[src/rtl/wdog_sched.sv]
// wdog_sched: four-slot watchdog scheduler.
// A tick starts a scan that visits one slot per cycle (slots 0..3). Each
// enabled slot counts down once per scan and latches a sticky expiry flag
// when its count runs out. Configuration and status use a simple
// single-cycle register bus.
//
// Bus handshake: an access happens in every cycle where stb is high. we
// selects a write (1) or a read (0). ack is stb itself, so the device never
// inserts wait states. Writes take effect at the next rising edge. Read data
// is combinational from the current register state, and data_out is zero
// in any cycle that is not a read.
module wdog_sched (
  input  logic        clk,
  input  logic        rst_n,
  input  logic        tick,
  input  logic        stb,
  input  logic        we,
  input  logic [1:0]  addr,
  input  logic [31:0] data_in,
  output logic [31:0] data_out,
  output logic        ack,
  output logic [3:0]  expired,
  output logic        trig
);

  typedef enum logic {
    ST_IDLE = 1'b0,
    ST_SCAN = 1'b1
  } state_t;

  state_t      r_state;
  logic [1:0]  r_idx;
  logic        r_pending;
  logic        r_lost;
  logic [1:0]  r_sel;
  logic [15:0] r_timeout [4];
  logic [15:0] r_cnt     [4];
  logic [3:0]  r_en;
  logic [3:0]  r_exp;

  // Bus decode
  logic        w_wr;
  logic        w_rd;
  logic        w_wr_load;
  logic        w_wr_clear;
  logic        w_wr_sel;
  logic [1:0]  w_load_slot;
  logic [15:0] w_load_val;
  logic        w_scan;
  logic        w_busy;

  // Per-slot control
  logic [3:0]  w_load;
  logic [3:0]  w_proc;
  logic [3:0]  w_fire;
  logic [3:0]  w_clr;

  assign w_wr        = stb & we;
  assign w_rd        = stb & ~we;
  assign w_wr_load   = w_wr && (addr == 2'd0);
  assign w_wr_clear  = w_wr && (addr == 2'd1);
  assign w_wr_sel    = w_wr && (addr == 2'd2);
  assign w_load_slot = data_in[17:16];
  assign w_load_val  = data_in[15:0];
  assign w_scan      = (r_state == ST_SCAN);
  assign w_busy      = w_scan;

  // Per-slot strobes. A load to a slot wins over its scan in the same cycle.
  // An expiry wins over a same-cycle flag clear.
  always_comb begin
    w_load = '0;
    w_proc = '0;
    w_fire = '0;
    w_clr  = '0;
    for (int i = 0; i < 4; i++) begin
      w_load[i] = w_wr_load && (w_load_slot == 2'(i));
      w_proc[i] = w_scan && (r_idx == 2'(i)) && r_en[i] && !w_load[i];
      w_fire[i] = w_proc[i] && (r_cnt[i] == 16'd1);
      w_clr[i]  = w_wr_clear && data_in[i];
    end
  end

  // Slot state: timeout, countdown, enable and sticky expiry flag
  always_ff @(posedge clk or negedge rst_n) begin
    if (!rst_n) begin
      for (int i = 0; i < 4; i++) begin
        r_timeout[i] <= '0;
        r_cnt[i]     <= '0;
      end
      r_en  <= '0;
      r_exp <= '0;
    end else begin
      for (int i = 0; i < 4; i++) begin
        if (w_load[i]) begin
          r_timeout[i] <= w_load_val;
          r_cnt[i]     <= w_load_val;
          r_en[i]      <= (w_load_val != 16'd0);
        end else if (w_fire[i]) begin
          r_cnt[i] <= 16'd0;
          r_en[i]  <= 1'b0;
        end else if (w_proc[i]) begin
          r_cnt[i] <= r_cnt[i] - 16'd1;
        end

        if (w_load[i]) begin
          r_exp[i] <= 1'b0;
        end else if (w_fire[i]) begin
          r_exp[i] <= 1'b1;
        end else if (w_clr[i]) begin
          r_exp[i] <= 1'b0;
        end
      end
    end
  end

  // Scan sequencer. One extra tick can be queued as pending during a scan.
  // A tick that arrives while one is already pending sets the sticky lost flag.
  always_ff @(posedge clk or negedge rst_n) begin
    if (!rst_n) begin
      r_state   <= ST_IDLE;
      r_idx     <= 2'd0;
      r_pending <= 1'b0;
      r_lost    <= 1'b0;
    end else begin
      // Clear comes first so that a dropped tick in the same cycle still sets lost
      if (w_wr_clear && data_in[8]) begin
        r_lost <= 1'b0;
      end
      case (r_state)
        ST_IDLE: begin
          if (tick) begin
            r_state <= ST_SCAN;
            r_idx   <= 2'd0;
          end
        end
        ST_SCAN: begin
          if (r_idx == 2'd3) begin
            // A tick on the last slot counts as pending and restarts at once
            if (r_pending || tick) begin
              r_state <= ST_SCAN;
              r_idx   <= 2'd0;
            end else begin
              r_state <= ST_IDLE;
              r_idx   <= 2'd0;
            end
            r_pending <= 1'b0;
            if (r_pending && tick) begin
              r_lost <= 1'b1;
            end
          end else begin
            r_idx <= r_idx + 2'd1;
            if (tick) begin
              if (r_pending) begin
                r_lost <= 1'b1;
              end else begin
                r_pending <= 1'b1;
              end
            end
          end
        end
        default: begin
          r_state <= ST_IDLE;
          r_idx   <= 2'd0;
        end
      endcase
    end
  end

  // Read-slot select register
  always_ff @(posedge clk or negedge rst_n) begin
    if (!rst_n) begin
      r_sel <= 2'd0;
    end else if (w_wr_sel) begin
      r_sel <= data_in[1:0];
    end
  end

  // Read mux; zero in any cycle that is not a read
  always_comb begin
    data_out = 32'd0;
    if (w_rd) begin
      case (addr)
        2'd0:    data_out = {r_cnt[r_sel], r_timeout[r_sel]};
        2'd1:    data_out = {22'd0, w_busy, r_lost, r_en, r_exp};
        2'd2:    data_out = {30'd0, r_sel};
        default: data_out = 32'd0;
      endcase
    end
  end

  assign ack     = stb;
  assign expired = r_exp;
  assign trig    = |r_exp;

endmodule

[config.mk]
export PLATFORM = sky130hd
export DESIGN_NAME = wdog_sched
export DESIGN_NICKNAME = d
export VERILOG_FILES = /design/src/rtl/wdog_sched.sv
export SDC_FILE = /design/constraint.sdc
export NUM_CORES = 1
export LEC_CHECK = 0
export CORE_MARGIN = 2
export CORE_UTILIZATION = 25
export DETAILED_ROUTE_END_ITERATION = 10
export PLACE_DENSITY = 0.47
export SYNTH_ARGS = -nofsm -noshare
export SYNTH_HDL_FRONTEND = slang
export SYNTH_SLANG_ARGS = --single-unit
[constraint.sdc]
create_clock -name clk -period 2.3 [get_ports clk]
set_clock_uncertainty 0.1 [all_clocks]
set_input_delay 0.345 -clock clk [delete_from_list [all_inputs] [get_ports clk]]
set_output_delay 0.345 -clock clk [all_outputs]
set_load 0.03 [all_outputs]
==> run_results.csv, run 1 <==
group,metric,value,unit
layout,area_growth,38.8,%
layout,ff_latch_area,0.00358,mm²
layout,instances_no_fill,1480,
sta,period_share,1.09,
job,drv_cap,0,
clock_tree,root_buffer,"clkbuf_16",
detailed_routing,drtIter0Drc,669,
die,die_h,183,µm
sta,relSlewSlack,0.617,
detailed_routing,drt-pass1-iter-count,7,
sta,min_period,2.52,ns
setup_path,end_kind,"primary output",
detailed_routing,wl_met2,15400,µm
sta,drv_slew,0,
clock_tree,clockBufferDepth,2,
layout,design_area,0.0111,mm²
grt,gr-total-overflow,0,
setup_path,rr_worst_depth,5,
place,hpwl,24400,µm
detailed_routing,ant_nets,0,
pwr,p_per_area,886,mW/mm²
detailed_routing,finalWirelength,32000,µm
die,ios,77,
pwr,power_switching,3620,µW
place,dpl.cell_count,1436,
logic_synthesis,netlist_top_cells_count,"nand2_1 (228), dfrtp_1 (143), nor2_1 (53), o21ai_0 (53), clkbuf_1 (48)",
grt,grt_pass1_wl,48300,µm
grt,antenna_found_initial,0,
detailed_routing,drc,0,
clock_tree,path_clk_slew,0.07,ns
sta,worst_slack,-0.218,ns
logic_synthesis,ys_ff_latch,143,
logic_synthesis,synth_area_leaders,"dfrtp_1 (45%), nand2_1 (11%), mux4_2 (8.4%)",
logic_synthesis,synth_area_leader_cell,"dfrtp_1",
detailed_routing,top_layer_used,"met4",
detailed_routing,wl_met1,14100,µm
logic_synthesis,yosysWarningCount,0,
logic_synthesis,ys_seq_area_frac,0.447,
die,rows,65,
logic_synthesis,syn_nets,927,
logic_synthesis,synth_cell_types,66,
setup_path,crit_fanout,12,
grt,grt_pass1_vias,7502,
sta,setup_viol,32,
die,die_w,183,µm
pwr,swShare,0.368,
status,outcome,"finished with violations",
clock_tree,htree_levels,4,
detailed_routing,wl_per_cell,21.6,µm
pwr,clock_power_share,0.273,
sta,timing.fmax,0.397,GHz
clock_tree,clk_latency,0.43,ns
grt,grtUsageTotal,0.196,
pwr,p_int,6210,µW
place,placement.io_buffers,62,
layout,drive_gt1_frac,0.283,
layout,multi_input_area,0.00426,mm²
setup_path,critical_path_required,1.86,ns
setup_path,arrival,2.07,ns
sta,tightest_slew,0.575,ns
logic_synthesis,async_flop_share,1.00,
place,dpl_cell_area,0.0102,mm²
die,dieArea,0.0334,mm²
clock_tree,cts_tree,"built",
sta,fin_tns_setup,-3.71,ns
clock_tree,cts_buffers,17,
logic_synthesis,synthCells,876,
detailed_routing,vias_per_cell,5.09,
setup_path,path_class,"reg2out",
pwr,ir_worst_vdd,523,µV
die,core,0.0316,mm²
setup_path,startpoint_type,"flip-flop",
pwr,fin_total_pwr,9830,µW
logic_synthesis,syn_area_per_cell,9.13,µm²
die,start_util,0.253,
layout,nFillCells,3237,
logic_synthesis,synth_area,0.00800,mm²
sta,rsz0062_at_grt,"true",
pwr,cellLeakagePower,0.00486,µW
clock_tree,cts_sinks,143,
detailed_routing,vias,7532,
logic_synthesis,yosysTopAreaCellShare,0.447,
pwr,combPwrFrac,0.345,
logic_synthesis,synth_ff_type,"dfrtp_1",
detailed_routing,met3_length,1520,µm
layout,fin_nets,1116,
worst_hold_path,hold_class,"in2async",
pwr,seqPwrFrac,0.382,
status,violations,"setup timing",
logic_synthesis,synth_edf_count,0,
logic_synthesis,post-synth-top-count-cell,"nand2_1",
layout,diodes,0,
sta,hold_violations,0,
place,routabilityCongestion,0.881,
grt,grt_max_degree,52,
metrics by stage:
stage / util / setup WS [ns] / hold slack [ns]
after floorplan: - / 0.0226 / -0.0506
after CTS: 0.348 / -0.249 / 0.365
after detailed placement: 0.325 / -0.159 / 0.249
after global routing: 0.352 / -0.274 / 0.391
after global placement: 0.325 / -0.146 / 0.244
final: 0.352 / -0.218 / 0.340
registers in the layout, summed over array words and instances, names as in the netlist:
signal,count
r_pending,1
r_en,4
r_cnt,64
r_state,1
r_idx,2
r_lost,1
expired,4
r_sel,2
r_timeout,64
routing by layer:
| layer | global-route usage | vias up |
|---|---|---|
| met5 | 0 | - |
| met3 | 0.0308 | 42 |
| li1 | - | 3483 |
| met4 | 0.0758 | 0 |
| met1 | 0.259 | 3788 |
| met2 | 0.324 | 219 |
final cells by class:
class / instances / share of cell area
clock inverter: 15 / 0.0113
tap: 402 / 0.0453
inverter: 17 / 0.00575
clock buffer: 17 / 0.0383
sequential: 143 / 0.323
multi-input combinational: 662 / 0.384
timing repair buffer: 224 / 0.193
power by group through the flow:
stage | clock (µW) | sequential, µW | combinational [µW]
after floorplan | 0 | 3590 | 1810
after global placement | 0 | 3750 | 3150
after detailed placement | 0 | 3750 | 3190
after CTS | 2730 | 3710 | 3350
after global routing | 2830 | 3820 | 3700
final | 2690 | 3750 | 3390
logic make-up (layout without fill, tap and decap cells):
group | after synthesis | after routing | synth area share
flip-flops | 143 | 143 | 0.447
AO/OA/AOI/OAI | 153 | 153 | 0.119
buffers and inverters | 71 | 273 | 0.0343
XOR/XNOR | 19 | 19 | 0.0208
adder cells (fa/ha/maj) | 12 | 12 | 0.0188
AND/OR/NAND/NOR | 433 | 433 | 0.254
multiplexers | 45 | 45 | 0.106
what timing repair did:
item,CTS,global route
gates resized for setup,29,18
pin swaps,7,4
hold buffers,1,0
hold endpoints to repair,48,0
cloned,2,0
buffers inserted,6,3
setup endpoints to repair,33,55
final timing paths:
| check | start | end | slack, ns |
|---|---|---|---|
| setup / recovery | r_sel[0]$_DFFE_PN0P_ | data_out[4] | -0.22 |
| hold / removal | rst_n | r_en[2]$_DFFE_PN0P_ | 0.34 |
| setup reg to reg | r_cnt[41]$_DFFE_PN0P_ | r_cnt[45]$_DFFE_PN0P_ | 0.01 |
| hold reg to reg | r_timeout[30]$_DFFE_PN0P_ | r_timeout[30]$_DFFE_PN0P_ | 0.37 |
| max in group asynchronous | rst_n | r_timeout[10]$_DFFE_PN0P_ | 1.09 |
| min in group clk | r_timeout[30]$_DFFE_PN0P_ | r_timeout[30]$_DFFE_PN0P_ | 0.37 |
layout by cell type (no fill, tap or decap), types with 17 or more instances in the layout:
master and instances:
nand2_1 227, buf_4 154, dfrtp_1 141, o21ai_0 52
nor2_1 51, a21oi_1 32, mux4_2 31, clkdlybuf4s50_1 28
nand3_1 24, buf_12 23, nor3_1 22, inv_1 17
clkbuf_16 17
worst max-delay path: stages (launching register included):
cell and delay [ns]:
dfrtp_2 0.48, buf_12 0.19, mux4_2 0.56, a22o_1 0.25, buf_12 0.15
(Power assumes the default switching activity.)
==> run 2: changes to the inputs <==
--- a/config.mk
+++ b/config.mk
@@ -9,6 +9,7 @@
 export CORE_UTILIZATION = 25
 export DETAILED_ROUTE_END_ITERATION = 10
 export PLACE_DENSITY = 0.47
+export SLEW_MARGIN = 20
 export SYNTH_ARGS = -nofsm -noshare
 export SYNTH_HDL_FRONTEND = slang
 export SYNTH_SLANG_ARGS = --single-unit
==> results of run 2 <==
No change in the layout: final DEF, timing and power equal those of run 1.
==> run 3: changes to the inputs <==
--- a/config.mk
+++ b/config.mk
@@ -5,11 +5,12 @@
 export SDC_FILE = /design/constraint.sdc
 export NUM_CORES = 1
 export LEC_CHECK = 0
+export CORE_ASPECT_RATIO = 0.75
 export CORE_MARGIN = 2
 export CORE_UTILIZATION = 25
 export DETAILED_ROUTE_END_ITERATION = 10
 export PLACE_DENSITY = 0.47
-export SLEW_MARGIN = 20
+export SLEW_MARGIN = 0
 export SYNTH_ARGS = -nofsm -noshare
 export SYNTH_HDL_FRONTEND = slang
 export SYNTH_SLANG_ARGS = --single-unit
==> run_results.csv, run 3 (synthesis results as in run 1) <==
group,metric,value,unit
sta,timing.fmax,0.403,GHz
layout,fin_util,0.359,
layout,drive_gt1_frac,0.300,
pwr,power_switching,3670,µW
clock_tree,root_buffer,"clkbuf_16",
die,die_w,211,µm
sta,worst_slack,-0.179,ns
grt,grtUsageTotal,0.201,
detailed_routing,finalWirelength,33800,µm
place,placement.io_buffers,62,
clock_tree,clockBufferDepth,2,
sta,relSlewSlack,0.630,
worst_hold_path,hold_class,"in2async",
setup_path,critical_path_required,1.86,ns
setup_path,crit_fanout,9,
layout,fin_nets,1129,
setup_path,endpoint,"data_out[2]",
detailed_routing,drt-pass1-iter-count,7,
setup_path,path_class,"reg2out",
clock_tree,cts_tree,"built",
die,core,0.0314,mm²
clock_tree,path_clk_slew,0.06,ns
sta,drv_slew,0,
pwr,p_per_area,921,mW/mm²
layout,diodes,0,
grt,grt_pass1_vias,7202,
place,hpwl,25800,µm
sta,period_share,1.08,
die,rows,56,
layout,final_common_cell,"nand2_1",
job,drv_cap,0,
layout,reg_top3,"r_cnt (64), r_timeout (64)",
detailed_routing,drc,0,
grt,grt_max_degree,51,
layout,instances_no_fill,1496,
pwr,swShare,0.354,
layout,area_growth,40.9,%
setup_path,arrival,2.03,ns
sta,min_period,2.48,ns
setup_path,rr_worst_depth,5,
grt,grt_pass1_wl,48900,µm
die,die_h,159,µm
pwr,combPwrFrac,0.365,
detailed_routing,ant_nets,0,
sta,rsz0062_at_grt,"true",
layout,layout_common_cells,"nand2_1 (227), buf_4 (154), dfrtp_1 (141)",
detailed_routing,wl_per_cell,22.6,µm
grt,gr-total-overflow,0,
status,violations,"setup timing",
detailed_routing,vias,7688,
pwr,clock_power_share,0.280,
clock_tree,cts_buffers,17,
status,outcome,"finished with violations",
pwr,p_int,6710,µW
setup_path,regToRegSetupSlack,0,ns
setup_path,setup.worst_path.start,"r_sel[0]$_DFFE_PN0P_",
die,start_util,0.255,
pwr,seqPwrFrac,0.356,
clock_tree,cts_sinks,143,
setup_path,startpoint_type,"flip-flop",
clock_tree,htree_levels,4,
place,dpl.cell_count,1444,
setup_path,r2r_end,"r_cnt[45]$_DFFE_PN0P_",
place,routabilityCongestion,0.910,
pwr,cellLeakagePower,0.00498,µW
setup_path,end_kind,"primary output",
sta,tightest_slew,0.555,ns
detailed_routing,vias_per_cell,5.14,
die,dieArea,0.0335,mm²
layout,nFillCells,3244,
pwr,ir_worst_vdd,499,µV
die,ios,77,
clock_tree,clk_latency,0.44,ns
grt,antenna_found_initial,0,
sta,hold_violations,0,
sta,setup_viol,33,
detailed_routing,drtIter0Drc,923,
setup_path,r2r-start,"r_cnt[38]$_DFFE_PN0P_",
-- run 3: changes by cell type in the layout (fill, tap and decap cells not counted), sizes merged --
cell    delta
buf       +11
inv        -7
clkbuf     +6
bufinv     +3
clkinv     -1
-- run 3: layout make-up --
| cell class | instances | area (µm²) | area share |
|---|---|---|---|
| Inverter | 17 | 63.8 | 0.00566 |
| Tap cell | 406 | 508 | 0.0451 |
| Sequential cell | 143 | 3580 | 0.318 |
| Multi-Input combinational cell | 662 | 4280 | 0.380 |
| Clock inverter | 10 | 136 | 0.0121 |
| Timing Repair Buffer | 237 | 2240 | 0.199 |
| Clock buffer | 21 | 460 | 0.0408 |
-- run 3: how the worst min path moves through the flow --
stage | slack [ns] | from | endpoint | cells past startpoint
2_1_floorplan | -0.05 | rst_n | expired[0]$_DFFE_PN0P_ | 0
3_3_place_gp | 0.24 | rst_n | r_timeout[25]$_DFFE_PN0P_ | 1
3_5_place_dp | 0.24 | rst_n | r_timeout[25]$_DFFE_PN0P_ | 1
4_1_cts | 0.36 | rst_n | r_timeout[57]$_DFFE_PN0P_ | 2
5_1_grt | 0.39 | rst_n | r_timeout[57]$_DFFE_PN0P_ | 2
6_report | 0.34 | rst_n | r_timeout[57]$_DFFE_PN0P_ | 2
-- run 3: critical path, stage by stage, from the launching register on --
cell and delay (ns):
dfrtp_2 0.40, buf_12 0.15, buf_4 0.11, mux4_2 0.54, a22o_1 0.24, buf_12 0.15
-- run 3: stage by stage --
stage	total power, µW	hold slack, ns	area [µm²]	setup WS [ns]	setup TNS (ns)
detailed placement	7180	0.244	10200	-0.183	-1.45
finish	10400	0.343	11300	-0.179	-3.53
global route	10900	0.387	11300	-0.244	-5.35
floorplan	5410	-0.0506	8010	0.0226	0
global placement	7160	0.241	10200	-0.177	-1.32
CTS	10200	0.359	11100	-0.185	-3.62
-- run 3: timing repair --
action / 4_1_cts / 5_1_grt
hold buffers: 1 / 0
setup buffers: 6 / 11
gates resized for setup: 50 / 27
pin swaps: 0 / 19
endpoints found under the setup margin: 34 / 50
hold endpoints to repair: 47 / 0
gates cloned: 1 / 4
-- run 3: power groups by stage --
stage / clock (µW) / sequential, µW / combinational, µW
2_1_floorplan: 0 / 3590 / 1810
3_5_place_dp: 0 / 3700 / 3480
5_1_grt: 3050 / 3760 / 4050
4_1_cts: 2930 / 3660 / 3620
6_report: 2900 / 3690 / 3780
3_3_place_gp: 0 / 3690 / 3470
-- run 3: metal layers --
layer	GRT usage	share of wire
met1	0.309	0.48
met2	0.277	0.41
met3	0.0554	0.092
met4	0.0400	0.011
met5	0	0
